===== config.mk =====
export PLATFORM = sky130hd
export DESIGN_NAME = inst_fetch
export DESIGN_NICKNAME = d
export VERILOG_FILES = /design/src/rtl/inst_fetch_pkg.sv /design/src/rtl/inst_fetch_fifo.sv /design/src/rtl/inst_fetch.sv
export SDC_FILE = /design/constraint.sdc
export NUM_CORES = 1
export LEC_CHECK = 0
export CAP_MARGIN = 30
export CORE_MARGIN = 2
export CORE_UTILIZATION = 55
export CTS_BUF_LIST = sky130_fd_sc_hd__clkbuf_16
export DETAILED_ROUTE_END_ITERATION = 8
export PLACE_DENSITY = 0.83
export RECOVER_POWER = 50
export SLEW_MARGIN = 20
export SYNTH_ARGS = -nofsm -noshare
export SYNTH_HDL_FRONTEND = slang
export SYNTH_SLANG_ARGS = --single-unit

===== constraint.sdc =====
create_clock -name clk -period 14.9 [get_ports clk]
set_input_delay 2.98 -clock clk [delete_from_list [all_inputs] [get_ports clk]]
set_output_delay 2.98 -clock clk [all_outputs]
set_load 0.02 [all_outputs]

===== src/rtl/inst_fetch_pkg.sv =====
// Shared constants and types for the instruction fetch stage.
package inst_fetch_pkg;

    localparam int unsigned IF_PC_WIDTH = 32;
    localparam logic [31:0] IF_NOP_INST = 32'h0000_0013;

    typedef enum logic {
        IF_RUN   = 1'b0,
        IF_DRAIN = 1'b1
    } if_state_e;

endpackage


===== src/rtl/inst_fetch_fifo.sv =====
// Two-entry {pc, inst} queue between the memory response and decode.
module inst_fetch_fifo #(
    parameter int unsigned DW = 64
) (
    input  logic          clk,
    input  logic          rst,
    input  logic          push_i,
    input  logic          pop_i,
    input  logic          flush_i,
    input  logic [DW-1:0] wdata_i,
    output logic [DW-1:0] rdata_o,
    output logic [1:0]    count_o,
    output logic          full_o,
    output logic          empty_o
);

    logic [DW-1:0] mem_q [2];
    logic          rd_ptr_q, rd_ptr_d;
    logic          wr_ptr_q, wr_ptr_d;
    logic [1:0]    count_q, count_d;
    logic          do_pop;

    assign empty_o = (count_q == 2'd0);
    assign full_o  = (count_q == 2'd2);
    assign count_o = count_q;
    assign rdata_o = mem_q[rd_ptr_q];
    assign do_pop  = pop_i & ~empty_o;

    always_comb begin
        rd_ptr_d = rd_ptr_q;
        wr_ptr_d = wr_ptr_q;
        count_d  = count_q;
        if (flush_i) begin
            rd_ptr_d = 1'b0;
            wr_ptr_d = 1'b0;
            count_d  = 2'd0;
        end else begin
            if (push_i) wr_ptr_d = ~wr_ptr_q;
            if (do_pop) rd_ptr_d = ~rd_ptr_q;
            case ({push_i, do_pop})
                2'b10:   count_d = count_q + 2'd1;
                2'b01:   count_d = count_q - 2'd1;
                default: count_d = count_q;
            endcase
        end
    end

    always_ff @(posedge clk) begin
        if (rst) begin
            rd_ptr_q <= 1'b0;
            wr_ptr_q <= 1'b0;
            count_q  <= 2'd0;
        end else begin
            rd_ptr_q <= rd_ptr_d;
            wr_ptr_q <= wr_ptr_d;
            count_q  <= count_d;
        end
    end

    // Payload storage carries no reset; the count alone says what is live.
    always_ff @(posedge clk) begin
        if (push_i && !flush_i) mem_q[wr_ptr_q] <= wdata_i;
    end

endmodule


===== src/rtl/inst_fetch.sv =====
// Instruction fetch: credit-limited single-outstanding requests into a
// 2-entry queue, with redirect flushing and a drain state for late responses.
module inst_fetch
    import inst_fetch_pkg::*;
#(
    parameter int unsigned         PC_WIDTH = IF_PC_WIDTH,
    parameter logic [PC_WIDTH-1:0] RESET_PC = '0
) (
    input  logic                clk,
    input  logic                rst,
    input  logic                work_ena,
    input  logic                stall,
    input  logic                redirect,
    input  logic [PC_WIDTH-1:0] redirect_pc,
    output logic                imem_req,
    output logic [PC_WIDTH-1:0] imem_addr,
    input  logic                imem_gnt,
    input  logic                imem_rvalid,
    input  logic [31:0]         imem_rdata,
    output logic [PC_WIDTH-1:0] if_pc,
    output logic [31:0]         if_inst,
    output logic                if_valid,
    output if_state_e           dbg_state_o
);

    localparam int unsigned EW = PC_WIDTH + 32;

    if_state_e           state_q, state_d;
    logic [PC_WIDTH-1:0] fetch_pc_q, fetch_pc_d;
    logic [PC_WIDTH-1:0] inflight_pc_q, inflight_pc_d;
    logic                inflight_q, inflight_d;

    logic                handshake;
    logic                rsp_arrive;
    logic                push;
    logic                pop;
    logic [2:0]          credit_used;
    logic                fifo_empty;
    logic                fifo_full;
    logic [1:0]          fifo_count;
    logic [EW-1:0]       head;
    logic [PC_WIDTH-1:0] redirect_pc_aligned;
    logic                unused_pc_bits;

    assign redirect_pc_aligned = {redirect_pc[PC_WIDTH-1:2], 2'b00};
    assign unused_pc_bits      = ^redirect_pc[1:0];

    assign handshake   = imem_req & imem_gnt;
    assign rsp_arrive  = imem_rvalid & inflight_q;
    assign imem_addr   = fetch_pc_q;
    assign dbg_state_o = state_q;

    assign if_valid = work_ena & ~fifo_empty;
    assign if_pc    = if_valid ? head[EW-1:32] : '0;
    assign if_inst  = if_valid ? head[31:0] : IF_NOP_INST;

    always_ff @(posedge clk) begin
        if (rst) begin
            state_q       <= IF_RUN;
            fetch_pc_q    <= RESET_PC;
            inflight_q    <= 1'b0;
            inflight_pc_q <= '0;
        end else begin
            state_q       <= state_d;
            fetch_pc_q    <= fetch_pc_d;
            inflight_q    <= inflight_d;
            inflight_pc_q <= inflight_pc_d;
        end
    end

    always_comb begin
        state_d       = state_q;
        fetch_pc_d    = fetch_pc_q;
        inflight_d    = inflight_q;
        inflight_pc_d = inflight_pc_q;

        if (handshake) begin
            inflight_d    = 1'b1;
            inflight_pc_d = fetch_pc_q;
        end else if (rsp_arrive) begin
            inflight_d = 1'b0;
        end

        if (redirect) fetch_pc_d = redirect_pc_aligned;
        else if (handshake) fetch_pc_d = fetch_pc_q + PC_WIDTH'(4);

        // A redirect only needs to drain when its stale response has not
        // already landed in the redirect cycle itself.
        case (state_q)
            IF_RUN:   if (redirect && inflight_q && !imem_rvalid) state_d = IF_DRAIN;
            IF_DRAIN: if (rsp_arrive) state_d = IF_RUN;
            default:  state_d = IF_RUN;
        endcase
    end

    always_comb begin
        pop  = if_valid & ~stall & ~redirect;
        push = rsp_arrive & (state_q == IF_RUN) & ~redirect & (~fifo_full | pop);
        // Entries after this cycle's pop plus any response landing now must
        // leave a slot free before another request goes out.
        credit_used = {1'b0, fifo_count} - {2'b00, pop} + {2'b00, inflight_q};
        imem_req    = work_ena & ~redirect & (state_q == IF_RUN)
                    & (~inflight_q | imem_rvalid) & (credit_used < 3'd2);
    end

    inst_fetch_fifo #(
        .DW(EW)
    ) u_fifo (
        .clk     (clk),
        .rst     (rst),
        .push_i  (push),
        .pop_i   (pop),
        .flush_i (redirect),
        .wdata_i ({inflight_pc_q, imem_rdata}),
        .rdata_o (head),
        .count_o (fifo_count),
        .full_o  (fifo_full),
        .empty_o (fifo_empty)
    );

endmodule


After elaboration in Yosys (flattened, before gate mapping)

Memories as Yosys holds them, arrays and structs flattened. A register that Yosys moved wholly into a read port is not among the register bits.
Cells that the tools add are included.
Widths: inputs -> output; s select.

Add/sub/neg operators: 5
Eq/ne operators: 3
$lt $le $gt $ge: 1
Bitwise logic cells: 23
Muxes and demuxes: 14
Reduce and logical (&&, ||, !) cells: 10

Operators with widths:

| operator              | count |
|---|---|
| $mux 32               | 4 |
| $add 32x3->32 const B | 1 |
| $and 1x1->1           | 13 |
| $mux 1                | 8 |
| $not 1->1             | 8 |
| $reduce_bool 2->1     | 3 |
| $eq 2x2->1 const B    | 2 |
| $pmux 2 s2            | 1 |
| $add 3x1->3           | 1 |
| $logic_and 1x1->1     | 3 |
| $lt 3x2->1 const B    | 1 |
| $sub 2x1->3           | 1 |
| $add 2x1->2 const B   | 1 |
| $eq 2x1->1 const B    | 1 |
| $logic_not 1->1       | 2 |
| $logic_not 2->1       | 1 |
| $or 1x1->1            | 2 |
| $pmux 1 s2            | 1 |
| $reduce_or 2->1       | 1 |
| $sub 2x1->2 const B   | 1 |

Input port bits: 71
Bits in writable memories: 128
Output and inout port bits: 99
Memories: 1
Register bits: 70
Logic and storage cells: 65

Memory list:

| name         | depth | width | rd ports | clocked after Yosys merged registers in | write ports | line                  | RTL |
|---|---|---|---|---|---|---|---|
| u_fifo.mem_q | 2     | 64    | 1        | 1                                       | 1           | inst_fetch_fifo.sv:17 | `logic [DW-1:0] mem_q [2];` |

Logic depth before layout (Yosys ltp)

Word-level depth: 12
Depth in mapped cells: 12
Depth with buffers taken out: 9

Cells and area by module

From an unflattened synthesis, not the netlist that was laid out.

Cell total of the unflattened synthesis: 682
Area, all modules: 8,303.0 µm²

By module, submodules not included:

| module          | cells each | instances | area each (µm²) | sequential area each (µm²) |
|---|---|---|---|---|
| inst_fetch_fifo | 222        | 1         | 4,822.1         | 3,943.8 |
| inst_fetch      | 460        | 1         | 3,480.8         | 1,241.2 |

Worst setup path before layout

Ideal clock, no wire load.

Kind: input to output
From: input redirect
To: output imem_req
Arrival time: 4.678 ns
Data required time: 11.920 ns
Cell stages on the path: 6
Path slack: 7.242 ns
Path buffers: 1
Cell sequence: buf_2 nor4_1 o21ai_0 fa_1 and4bb_2 and3_1

Longest elaborated chain between the ends: 6
Elaborated cells between the ends (all ways): 9
Those cells by class: add/sub: 2; order compare: 1; bitwise: 6

Ends and longest elaborated chain:

| element            | line                                | RTL |
|---|---|---|
| start: declaration | inst_fetch.sv:13                    | `input logic redirect,` |
| $not 1->1 *        | inst_fetch.sv:97, inst_fetch.sv:102 |  |
| $and 1x1->1        | inst_fetch.sv:97                    | `pop = if_valid & ~stall & ~redirect;` |
| $sub 2x1->3        | inst_fetch.sv:101                   | `credit_used = {1'b0, fifo_count} - {2'b00, pop} + {2'b00, inflight_q};` |
| $add 3x1->3        | inst_fetch.sv:101                   |  |
| $lt 3x2->1         | inst_fetch.sv:103                   | `& (~inflight_q \| imem_rvalid) & (credit_used < 3'd2);` |
| $and 1x1->1 *      | inst_fetch.sv:103                   |  |
| end: declaration   | inst_fetch.sv:15                    | `output logic imem_req,` |

Every way passes the cells marked *; elsewhere a longest branch is shown, timed or not.

Worst setup path in the final report

From: input work_ena
To: output imem_req

Longest elaborated chain between the ends: 7
Elaborated cells between the ends (all ways): 10
Those cells by class: add/sub: 2; order compare: 1; bitwise: 7

Ends and longest elaborated chain:

| element                   | line              | RTL |
|---|---|---|
| start: declaration        | inst_fetch.sv:11  | `input logic work_ena,` |
| $and 1x1->1               | inst_fetch.sv:53  | `assign if_valid = work_ena & ~fifo_empty;` |
| $and 1x1->1 (2 in series) | inst_fetch.sv:97  |  |
| $sub 2x1->3               | inst_fetch.sv:101 |  |
| $add 3x1->3               | inst_fetch.sv:101 |  |
| $lt 3x2->1                | inst_fetch.sv:103 |  |
| $and 1x1->1 *             | inst_fetch.sv:103 |  |

Marked as above.

==> results.yml <==
logic_synthesis:
  ys_types: 57
  synth_edf_count: 124
  synth_cells: 674
  ys_seq_area_frac: 0.638
  synth.top_cells.by_area: "edfxtp_1, dfxtp_1, mux2i_1"
  async_flop_share: 0
  synthFlopType: "edfxtp_1"
  ys_ff_latch: 191
  yosysWarnings: 0
  syn_avg_cell_area_um2: 11.8
  netlist_area_um2: 7940
  yosysTopAreaCell: "edfxtp_1"
  synth_top_area_share: 0.469
timing:
  fin_crit_ps: 9230
  setup-tns-final_ps: 0
  maxSlewHeadroom: -1.37
  hold_viol_final: 0
  setup_viol: 0
  worst_slack_ps: 5670
  clock.fmax_mhz: 108
  finalCritPeriodShare: 0.619
  slew_viol_final: 133
  hold_ws_ps: 454
  finalClockSkew_ps: 6.12
  worstMarginPinSlew_ps: 3560
  rsz0062_at_grt: "false"
clocking:
  cts_buffers: 17
  cts_hold_buf: 0
  cts_tree: "yes"
  cts_sinks: 191
  clockBufferDepth: 2
  clockRootBuffer: "clkbuf_16"
  ctsResizeCount: 0
  cts_setup_buffers: 0
  insertion_delay_ps: 420
  clk_pin_slew_ps: 60
  htreeDepth: 4
floorplanning:
  die-area_um2: 15400
  ioPinCount: 170
  initial_core_util: 0.568
  core_area_um2: 14000
  die_y_um: 124
  chipWidth_um: 124
  core.rowCount: 43
critical_path:
  crit_required_ps: 11920
  crit_top_cell: "clkdlybuf4s50_1"
  critPathKind: "in2out"
  crit_path_end_kind: "output pin"
  arrival_ps: 6250
  cp_slowest_cell: "clkdlybuf4s50_1"
  critPathMaxStageDelay_ps: 610
  cp_cell_sequence: "clkdlybuf4s50_1 -> o21ai_4 -> buf_4 -> nor4_1 -> o21ai_0 -> fa_1 -> and4bb_2 -> and3_1 -> clkdlybuf4s50_1"
  crit_fanout: 62
  start_kind: "input port"
final_layout:
  multi_input_area_um2: 2630
  final_cell_area_um2: 10300
  regArea_um2: 5070
  nFillCells: 884
  final_layout_size_suffix_gt1_frac: 0.0611
  syn_to_final_growth_pct: 29.2
  final_nets: 896
power_and_ir_drop:
  peakVddDrop_uv: 78.8
  p_sw_frac: 0.206
  clockPowerShare: 0.403
  comb_power_share: 0.060
  pwr_density_cell_nw_per_um2: 105
  p_int_mw: 0.858
  seqPwrFrac: 0.538
  power.switching_mw: 0.222
  power_leakage_nw: 3.48
  totalPowerFinal_mw: 1.08
route:
  drt_iter0_drc: 525
  drtPass1Iterations: 4
  vias_per_cell: 5.56
  wl_per_cell_um: 17.1
  vias: 5651
  ant_nets: 0
  wirelength_um: 17400
  drc: 0
global_route:
  first_global_vias: 5445
  grt_usage: 0.231
  grt_max_degree: 70
  grt-ovfl-total: 0
  grt_pass1_wl_um: 26800
  antenna_found_initial: 1
placement:
  pre_cts_slack_ps: 5670
  postPlaceCellArea_um2: 9680
  place_congestion: 0.844
  port_buffers: 163
  hpwl_um: 11200
outcome:
  violations: "max-capacitance violations, max-slew violations"
  status: "finished, violations left"
run:
  maxCapViolCount: 2
worst_hold_path:
  min_path_type: "reg2reg"
[Yosys cell counts (all sizes together) (10+ instances only)]
library cell,number
a31oi,14
inv,18
clkbuf,23
nor2,73
buf,21
nand2,87
o21a,10
edfxtp,124
xnor2,14
nor3,13
o21ai,13
mux2i,63
dfxtp,67
nand4,13
a21oi,53
[flip-flops by register name, summed over array words and instances, names as in the netlist, named ones only]
register         count
u_fifo.mem_q       124
imem_addr           30
inflight_pc_q       30
u_fifo.count_o       2
dbg_state_o          1
inflight_q           1
u_fifo.rd_ptr_q      1
u_fifo.wr_ptr_q      1
[metrics by stage]
stage | util | instances
after floorplan | - | 677
after global placement | 0.690 | 981
after detailed placement | 0.692 | 982
after CTS | 0.732 | 1014
after global routing | 0.733 | 1016
final | 0.734 | 1017
[placed cells by master (no fill, tap or decap), types with 3 or more instances in the layout]
master           Yosys  routed
edfxtp_1           124     124
clkdlybuf4s50_1      0      97
nand2_1             86      86
nor2_1              72      70
dfxtp_1             67      66
dlygate4sd3_1        0      64
mux2i_1             63      63
a21oi_1             53      53
inv_1               18      25
clkbuf_16            0      17
xnor2_1             14      14
a31oi_1             14      14
nor3_1              12      12
o21ai_0             12      12
nand4_1             11      11
o21a_1              10      10
o31a_1               6       6
nor4_1               5       5
xor2_1               5       5
and3_1               4       4
nand3_1              4       4
or3_1                4       4
conb_1               1       4
buf_4                5       4
nand2b_1             3       3
or4_1                3       3
nor2_4               1       3
nand3_2              3       3
a32oi_1              3       3
bufinv_16            0       3
[final cells by class]
class | instances | area share
Clock buffer | 17 | 0.0415
Multi-Input combinational cell | 423 | 0.256
Inverter | 18 | 0.00658
Clock inverter | 15 | 0.0137
Sequential cell | 191 | 0.494
Timing Repair Buffer | 171 | 0.166
Tap cell | 180 | 0.0219
Antenna cell | 2 | 0.000488
[cells by family after synthesis]
family	after synthesis	share of synthesized area
simple gates	227	0.140
mux	63	0.0794
other cells	1	0.000472
flops	191	0.638
fa+ha+maj	3	0.00567
xor+xnor	19	0.0210
buf+inv	63	0.0358
compound gates	107	0.0802
[worst max-delay path: cells and delay by family]
kind	cells	cell delay, ps
adders and majority gates	1	530
AOI/OAI and AO/OA	2	310
and+or+nand+nor	3	920
buffers and inverters	3	1500
[final timing paths]
path,startpoint,to,slack (ps),cells past startpoint
worst max-delay path,work_ena,imem_req,5670,9
worst min-delay path,inflight_pc_q[28]$_SDFFE_PP0P_,u_fifo.mem_q[1][60]$_DFFE_PP_,450,0
worst max register to register,u_fifo.count_o[0]$_SDFFE_PP0P_,u_fifo.mem_q[0][27]$_DFFE_PP_,10530,5
worst min register to register,inflight_pc_q[28]$_SDFFE_PP0P_,u_fifo.mem_q[1][60]$_DFFE_PP_,450,0
[power by group through the flow]
stage | clock (mW) | combinational (mW) | sequential, mW
floorplan | 0 | 0.0260 | 0.595
global placement | 0 | 0.0647 | 0.591
detailed placement | 0 | 0.0667 | 0.592
CTS | 0.443 | 0.0673 | 0.580
global route | 0.464 | 0.0695 | 0.582
finish | 0.435 | 0.0646 | 0.581
[layer usage]
layer	vias to the layer above	GRT usage	routed length (µm)
met2	259	0.390	8520
met1	2662	0.284	7290
li1	2707	-	-
met3	23	0.0586	1350
met4	0	0.0913	287
met5	-	0	0
Power figures use the tool's default switching activity.
